`config.mk`:
```
export PLATFORM = sky130hd
export DESIGN_NAME = fetch_pc_unit
export DESIGN_NICKNAME = d
export VERILOG_FILES = /design/src/rtl/fetch_pc_unit_pkg.sv /design/src/rtl/fetch_wait_counter.sv /design/src/rtl/fetch_pc_unit.sv
export SDC_FILE = /design/constraint.sdc
export NUM_CORES = 1
export LEC_CHECK = 0
export CAP_MARGIN = 10
export CORE_MARGIN = 3
export CORE_UTILIZATION = 34
export CTS_CLUSTER_SIZE = 12
export DETAILED_ROUTE_END_ITERATION = 10
export PLACE_DENSITY = 0.74
export SLEW_MARGIN = 10
export SYNTH_ARGS = -nofsm -noshare
export SYNTH_HDL_FRONTEND = slang
export SYNTH_HIERARCHICAL = 1
export SYNTH_SLANG_ARGS = --single-unit
```
`constraint.sdc`:
```
create_clock -name clk -period 1.8 [get_ports clk]
set_input_delay 0.27 -clock clk [delete_from_list [all_inputs] [get_ports clk]]
set_output_delay 0.27 -clock clk [all_outputs]
set_load 0.005 [all_outputs]
```
`src/rtl/fetch_pc_unit_pkg.sv`:
```
// Shared definitions for the fetch PC unit: state encoding, word size,
// default memory geometry and the address wrap helper.
package fetch_pc_unit_pkg;

  typedef enum logic [1:0] {
    IDLE  = 2'd0,
    FETCH = 2'd1,
    HOLD  = 2'd2
  } fetch_state_e;

  localparam int WORD_BYTES        = 4;
  localparam int DEFAULT_MEM_WORDS = 1024;
  localparam int DEFAULT_MEM_WAIT  = 4;

  // Byte address folded into the instruction memory window.
  function automatic logic [31:0] wrap_addr(input logic [31:0] addr,
                                            input logic [31:0] mem_bytes);
    return addr % mem_bytes;
  endfunction

endpackage

```
`src/rtl/fetch_wait_counter.sv`:
```
// Settle counter for instruction memory: counts cycles since the address
// was issued and flags the last settle cycle.
module fetch_wait_counter
  import fetch_pc_unit_pkg::*;
#(
  parameter int MEM_WAIT = DEFAULT_MEM_WAIT
) (
  input  logic       clk,
  input  logic       rst_n,
  input  logic       clr_i,
  input  logic       en_i,
  output logic [3:0] count_o,
  output logic       tc_o
);

  localparam logic [3:0] TC_VAL = 4'(MEM_WAIT - 1);

  logic [3:0] count_q;
  logic [3:0] count_d;

  // Clear wins over enable; otherwise count up or hold.
  always_comb begin
    count_d = count_q;
    if (clr_i) begin
      count_d = 4'd0;
    end else if (en_i) begin
      count_d = count_q + 4'd1;
    end
  end

  // Counter register.
  always_ff @(posedge clk or negedge rst_n) begin
    if (!rst_n) begin
      count_q <= 4'd0;
    end else begin
      count_q <= count_d;
    end
  end

  assign count_o = count_q;
  assign tc_o    = (count_q == TC_VAL);

endmodule

```
`src/rtl/fetch_pc_unit.sv`:
```
// Instruction fetch PC sequencer. Issues pc_q to instruction memory, waits
// MEM_WAIT cycles for the data to settle, registers it and presents it to
// decode until accepted; redirects restart fetch at a new target.
//
// Handshake: instr_valid/instr_out/instr_pc form a valid/ready channel.
// Once instr_valid is high the payload is held unchanged until a cycle with
// instr_ready high (transfer) or redirect high (payload dropped). instr_ready
// while instr_valid is low is ignored.
module fetch_pc_unit
  import fetch_pc_unit_pkg::*;
#(
  parameter logic [31:0] RESET_PC  = 32'h0000_0000,
  parameter int          MEM_WORDS = DEFAULT_MEM_WORDS,
  parameter int          MEM_WAIT  = DEFAULT_MEM_WAIT
) (
  input  logic         clk,
  input  logic         rst_n,
  input  logic [31:0]  instr_in,
  input  logic         instr_ready,
  input  logic         redirect,
  input  logic [31:0]  redirect_pc,
  output logic [31:0]  mem_addr,
  output logic [31:0]  instr_out,
  output logic [31:0]  instr_pc,
  output logic         instr_valid,
  output fetch_state_e dbg_state,
  output logic [3:0]   dbg_count
);

  localparam logic [31:0] MEM_BYTES = 32'(MEM_WORDS * WORD_BYTES);

  fetch_state_e state_q, state_d;
  logic [31:0]  pc_q, pc_d;
  logic [31:0]  instr_out_q, instr_out_d;
  logic [31:0]  instr_pc_q, instr_pc_d;
  logic         valid_q, valid_d;
  logic         cnt_en;
  logic         cnt_tc;
  logic [31:0]  next_pc;
  logic [31:0]  redirect_target;

  assign next_pc         = wrap_addr(pc_q + 32'd4, MEM_BYTES);
  assign redirect_target = wrap_addr(redirect_pc, MEM_BYTES) & 32'hFFFF_FFFC;

  // Counter only runs while a fetch is settling; every other path restarts it.
  fetch_wait_counter #(
    .MEM_WAIT(MEM_WAIT)
  ) u_wait (
    .clk    (clk),
    .rst_n  (rst_n),
    .clr_i  (!cnt_en),
    .en_i   (cnt_en),
    .count_o(dbg_count),
    .tc_o   (cnt_tc)
  );

  // Next-state and datapath selection; redirect outranks capture and accept.
  always_comb begin
    state_d     = state_q;
    pc_d        = pc_q;
    instr_out_d = instr_out_q;
    instr_pc_d  = instr_pc_q;
    valid_d     = valid_q;
    cnt_en      = 1'b0;
    case (state_q)
      IDLE: begin
        state_d = FETCH;
      end
      FETCH: begin
        if (redirect) begin
          pc_d    = redirect_target;
          valid_d = 1'b0;
        end else if (cnt_tc) begin
          instr_out_d = instr_in;
          instr_pc_d  = pc_q;
          valid_d     = 1'b1;
          state_d     = HOLD;
        end else begin
          cnt_en = 1'b1;
        end
      end
      HOLD: begin
        if (redirect) begin
          pc_d    = redirect_target;
          valid_d = 1'b0;
          state_d = FETCH;
        end else if (instr_ready) begin
          pc_d    = next_pc;
          valid_d = 1'b0;
          state_d = FETCH;
        end
      end
      default: begin
        state_d = IDLE;
      end
    endcase
  end

  // State and datapath registers.
  always_ff @(posedge clk or negedge rst_n) begin
    if (!rst_n) begin
      state_q     <= IDLE;
      pc_q        <= RESET_PC;
      instr_out_q <= 32'd0;
      instr_pc_q  <= 32'd0;
      valid_q     <= 1'b0;
    end else begin
      state_q     <= state_d;
      pc_q        <= pc_d;
      instr_out_q <= instr_out_d;
      instr_pc_q  <= instr_pc_d;
      valid_q     <= valid_d;
    end
  end

  assign mem_addr    = pc_q;
  assign instr_out   = instr_out_q;
  assign instr_pc    = instr_pc_q;
  assign instr_valid = valid_q;
  assign dbg_state   = state_q;

endmodule

```
; ---- Yosys cells after proc, flatten, opt, wreduce, memory -nomap -nowiden
; Index checks and enable logic that the tools add are counted.
[totals]
reg_bits = 103
elab_cells = 41
[classes]
mux = 18
reduce_logical = 6
eq_ne = 8
addsub = 2
bitwise_logic = 1
[op_table]
columns = operator, n
row1 = 32-bit two-way mux, 3
row2 = 32-bit case mux with 2 select lines, 1
row3 = "12-bit by 3-bit adder with 12-bit output, second input constant", 1
row4 = 3-bit AND reduction, 4
row5 = 2-bit two-way mux, 4
row6 = 1-bit two-way mux, 7
row7 = "2-bit inequality test, second input constant", 3
row8 = "3-bit inequality test, second input constant", 2
row9 = 2-bit case mux with 3 select lines, 1
row10 = "4-bit by 1-bit adder with 4-bit output, second input constant", 1
row11 = "4-bit by 2-bit == test with 1-bit output, second input constant", 1
row12 = 4-bit two-way mux, 1
row13 = "2-bit by 1-bit == test with 1-bit output, second input constant", 1
row14 = "2-bit == test, second input constant", 1
row15 = 2-bit zero test, 1
row16 = 1-bit case mux with 2 select lines, 1
row17 = 2-bit nonzero test, 1
row18 = 1-bit NOT, 1

; ---- Logic depth before layout (Yosys ltp)
[depth]
word_depth = 5
ltp_mapped = 6
ltp_nobuf = 6

; ---- Cells and area by module
; The synthesis kept the hierarchy.
[modules_own_cells]
columns = module, cells_each, instances, area_each_um2
row1 = fetch_pc_unit, 227, 1, 2707.6
row2 = fetch_wait_counter, 17, 1, 200.2

; ---- Least setup slack after synthesis
; OpenSTA, ideal clock, no wires.
[synth_timing]
path_type = register to register
startpoint = register u_wait.count_q[0] (netlist: u_wait/count_o[0])
endpoint = register u_wait.count_q[3] (netlist: u_wait/count_o[3])
setup_time_ns = 0.125
required_time_ns = 1.675
arrival_time_ns = 1.867
stages_incl_launch_ff = 7
path_buffers = 0
path_slack_ns = -0.192
synth_period_minus_slack_ns = 1.992
path_cell_list = dfrtp_1 ha_1 nor3b_1 or3_2 inv_1 nand4_1 mux2_4
[synth_between]
elab_chain_cells = 5
elab_cells_between_ends = 6
[synth_rtl]
columns = element, line
row1 = "start, declared", fetch_wait_counter.sv:18  ; logic [3:0] count_q;
row2 = "start signal, assigned", fetch_wait_counter.sv:36  ; count_q <= count_d;
row3 = 4-bit by 2-bit == test with 1-bit output, fetch_wait_counter.sv:41  ; assign tc_o = (count_q == TC_VAL);
row4 = named net cnt_tc, fetch_pc_unit.sv:38  ; logic cnt_tc;
row5 = 1-bit two-way mux, fetch_pc_unit.sv:73  ; end else if (cnt_tc) begin
row6 = 1-bit two-way mux, fetch_pc_unit.sv:70  ; if (redirect) begin
row7 = 1-bit two-way mux, fetch_pc_unit.sv:65  ; case (state_q)
row8 = named net cnt_en, fetch_pc_unit.sv:37  ; logic cnt_en;
row9 = 4-bit two-way mux, fetch_wait_counter.sv:24  ; if (clr_i) begin
; The timed path passes the listed nets, and every way through them passes these cells.
; A chain may end at the register's enable or synchronous reset.

; ---- Worst setup path after layout
[layout_timing]
startpoint = register u_wait.count_q[1] (netlist: u_wait/count_o[1])
endpoint = register u_wait.count_q[3] (netlist: u_wait/count_o[3])
; The elaborated chain is that of the path after synthesis.

==> qor.csv <==
metric;value;unit
status;complete, but fails checks;
failing checks;negative setup slack;
initial antenna violation count;0;
ranking of synthesized cells by area;dfrtp_1 (51%), mux2_2 (16%), buf_4 (11%);
Post-synth EDFFs;0;
H-tree levels;3;
# IOs;171;
r2r endpoint;u_wait/count_o[3];
register area share after synthesis;0.508;
crit-path max cell delay;0.38;ns
largest net degree at the start of global routing;43;
Post-DP HPWL;5250;um
maximum capacitance violations;0;
RSZ-0062 raised after global routing;true;
Seq cells post-synth;59;
Synth cell types;43;
die height;98.5;um
post-route ant nets;0;
Cells after Synth;244;
Post-synth ARST share;1.00;
power per cell area;1040;nW/um2
FF-to-FF setup slack;-0.03;ns
DIE AREA;9700;um2
most common cell after layout, fill and taps aside;clkdlybuf4s50_1;
routed vias/inst;4.64;
layout cells sized above 1;0.262;
fillers;722;
number of diodes;0;
Final Max Slew Viols;0;
peak supply drop;0.542;mV
minimum clock period;1.83;ns
Final Net Count;452;
Worst Slack Setup Final;-0.0333;ns
final WL;7650;um
Worst Setup End Kind;flop;
WP data arrival;2.03;ns
hold crit path type;input port to asynchronous set/reset pin;
period utilization;1.02;
most frequent cells in the layout;clkdlybuf4s50_1 (103), dfrtp_1 (58), conb_1 (44);
Peak Freq;545;MHz
Area growth syn-to-layout;54.3;%
Final Hold Viols;0;
Max FO, Critical Path;2;
Worst-path clk slew;0.06;ns
CTS buffer count;9;
WHS;0.426;ns
synth warn;6;
top_reg_cell synth;dfrtp_1;
Horiz. Die Dim;98.5;um
drt wl/cell;15.6;um
worst r2r src;u_wait/count_o[1];
kind of critical path;flop to flop;
starting density of the core;0.352;
I/O Buffers;104;
Post-Syn Area;2910;um2
CTS Buffer Depth;2;
Overflow after GRT;0;
vias in the first global route;2310;
P_leak;2.02;nW
# setup viols final;22;
final RePlAce weighted congestion;0.817;
drt drc;0;
core region area;8260;um2
DR pass1 iterations;4;
DP Worst Slack;-0.151;ns
final clock skew;0.0135;ns
gr usage total;0.147;
Slowest-stage cell, CP;dfrtp_1;
share of the synthesized area in the top cell type;0.508;
global-route wire length before repair;11400;um
Via Count;2272;
post-synth top area cell;dfrtp_1;
Setup crit end;u_wait/count_o[3];
launch point of the worst path;u_wait/count_o[1];
clock latency at the later pin of the worst-skew pair;0.32;ns
Startpoint Class;flop;
Syn Area/Cell;11.9;um2
final core occ;0.543;
Pwr Total;4.66;mW
root buf cell;clkbuf_8;
initial drt markers;74;
WP data required;2.00;ns
CP Cell Sequence;ha_2 -> nor3b_4 -> buf_4 -> or3_4 -> inv_4 -> nand4_1 -> mux2_4;
cells on worst reg2reg path;7;
CTS Sinks;59;
TritonCTS clock tree;built;
Site Rows;33;
metal layers:
| layer | wire length, um | up-vias | global-route usage |
|---|---|---|---|
| met5 | 0 | - | 0 |
| met1 | 3170 | 1133 | 0.184 |
| met4 | 51 | 0 | 0.0441 |
| met3 | 564 | 6 | 0.0432 |
| li1 | - | 1041 | - |
| met2 | 3870 | 92 | 0.248 |
synth_stat cells, types with 3 or more instances:
master,count
a21oi_1,11
inv_1,5
buf_2,7
nand4_1,4
mux2_2,42
o21ai_0,10
dfrtp_1,59
nand2_1,10
a22oi_1,3
nor2_1,7
nand3_1,4
buf_4,44
registers in the layout, summed over array words and instances, names as in the netlist:
| name | count |
|---|---|
| instr_pc | 10 |
| instr_out | 32 |
| mem_addr | 10 |
| u_wait/count_o | 4 |
| instr_valid | 1 |
| dbg_state | 2 |
repair_timing:
| item | in CTS | in global routing |
|---|---|---|
| gates resized for setup | 5 | 33 |
| hold buffers | 1 | 0 |
| setup endpoints to repair | 42 | 45 |
| endpoints found under the hold margin | 17 | 0 |
| gates cloned | 1 | 2 |
| setup buffers | 3 | 5 |
| pin swaps | 1 | 4 |
cells by family after synthesis:
kind of cell	after synthesis	synth area share
simple gates	38	0.0762
xor+xnor	2	0.00603
compound gates	39	0.0856
mux	45	0.175
other cells	1	0.00129
flops	59	0.508
buf+inv	58	0.140
fa+ha+maj	2	0.00860
worst min path at each step:
stage                from           end  cells after the start
floorplan           rst_n  dbg_state[0]                      0
CTS                 rst_n   instr_pc[7]                      2
global route        rst_n   instr_pc[7]                      2
global placement    rst_n   instr_pc[7]                      1
detailed placement  rst_n   instr_pc[7]                      1
finish              rst_n   instr_pc[7]                      2
through the flow:
stage | instances | TNS, ns | cell area [um2]
6_report | 490 | -0.355 | 4490
4_1_cts | 484 | -0.145 | 4310
3_5_place_dp | 466 | -5.68 | 4060
5_1_grt | 490 | -2.65 | 4490
2_1_floorplan | 287 | -1.06 | 3090
3_3_place_gp | 466 | -4.31 | 4060
worst max-delay path: cells and delay by family (launching register included):
| family | cells | cell delay [ns] |
|---|---|---|
| adders and majority gates | 1 | 0.19 |
| buffers and inverters | 2 | 0.19 |
| DFF | 1 | 0.38 |
| muxes | 1 | 0.33 |
| and+or+nand+nor | 3 | 0.61 |
layout make-up:
class | count | area (um2) | share of cell area
Sequential cell | 59 | 1480 | 0.329
Tap cell | 105 | 131 | 0.0293
Timing Repair Buffer | 137 | 1370 | 0.305
Inverter | 5 | 21.3 | 0.00474
Clock inverter | 3 | 40.0 | 0.00892
Clock buffer | 11 | 141 | 0.0315
Multi-Input combinational cell | 170 | 1310 | 0.291
report_power, final:
group          switching (mW)  internal (mW)
Combinational           0.478           1.12
Sequential              0.222           1.68
Clock                   0.501          0.658
Total                    1.20           3.46
Power figures use the tool's default switching activity.
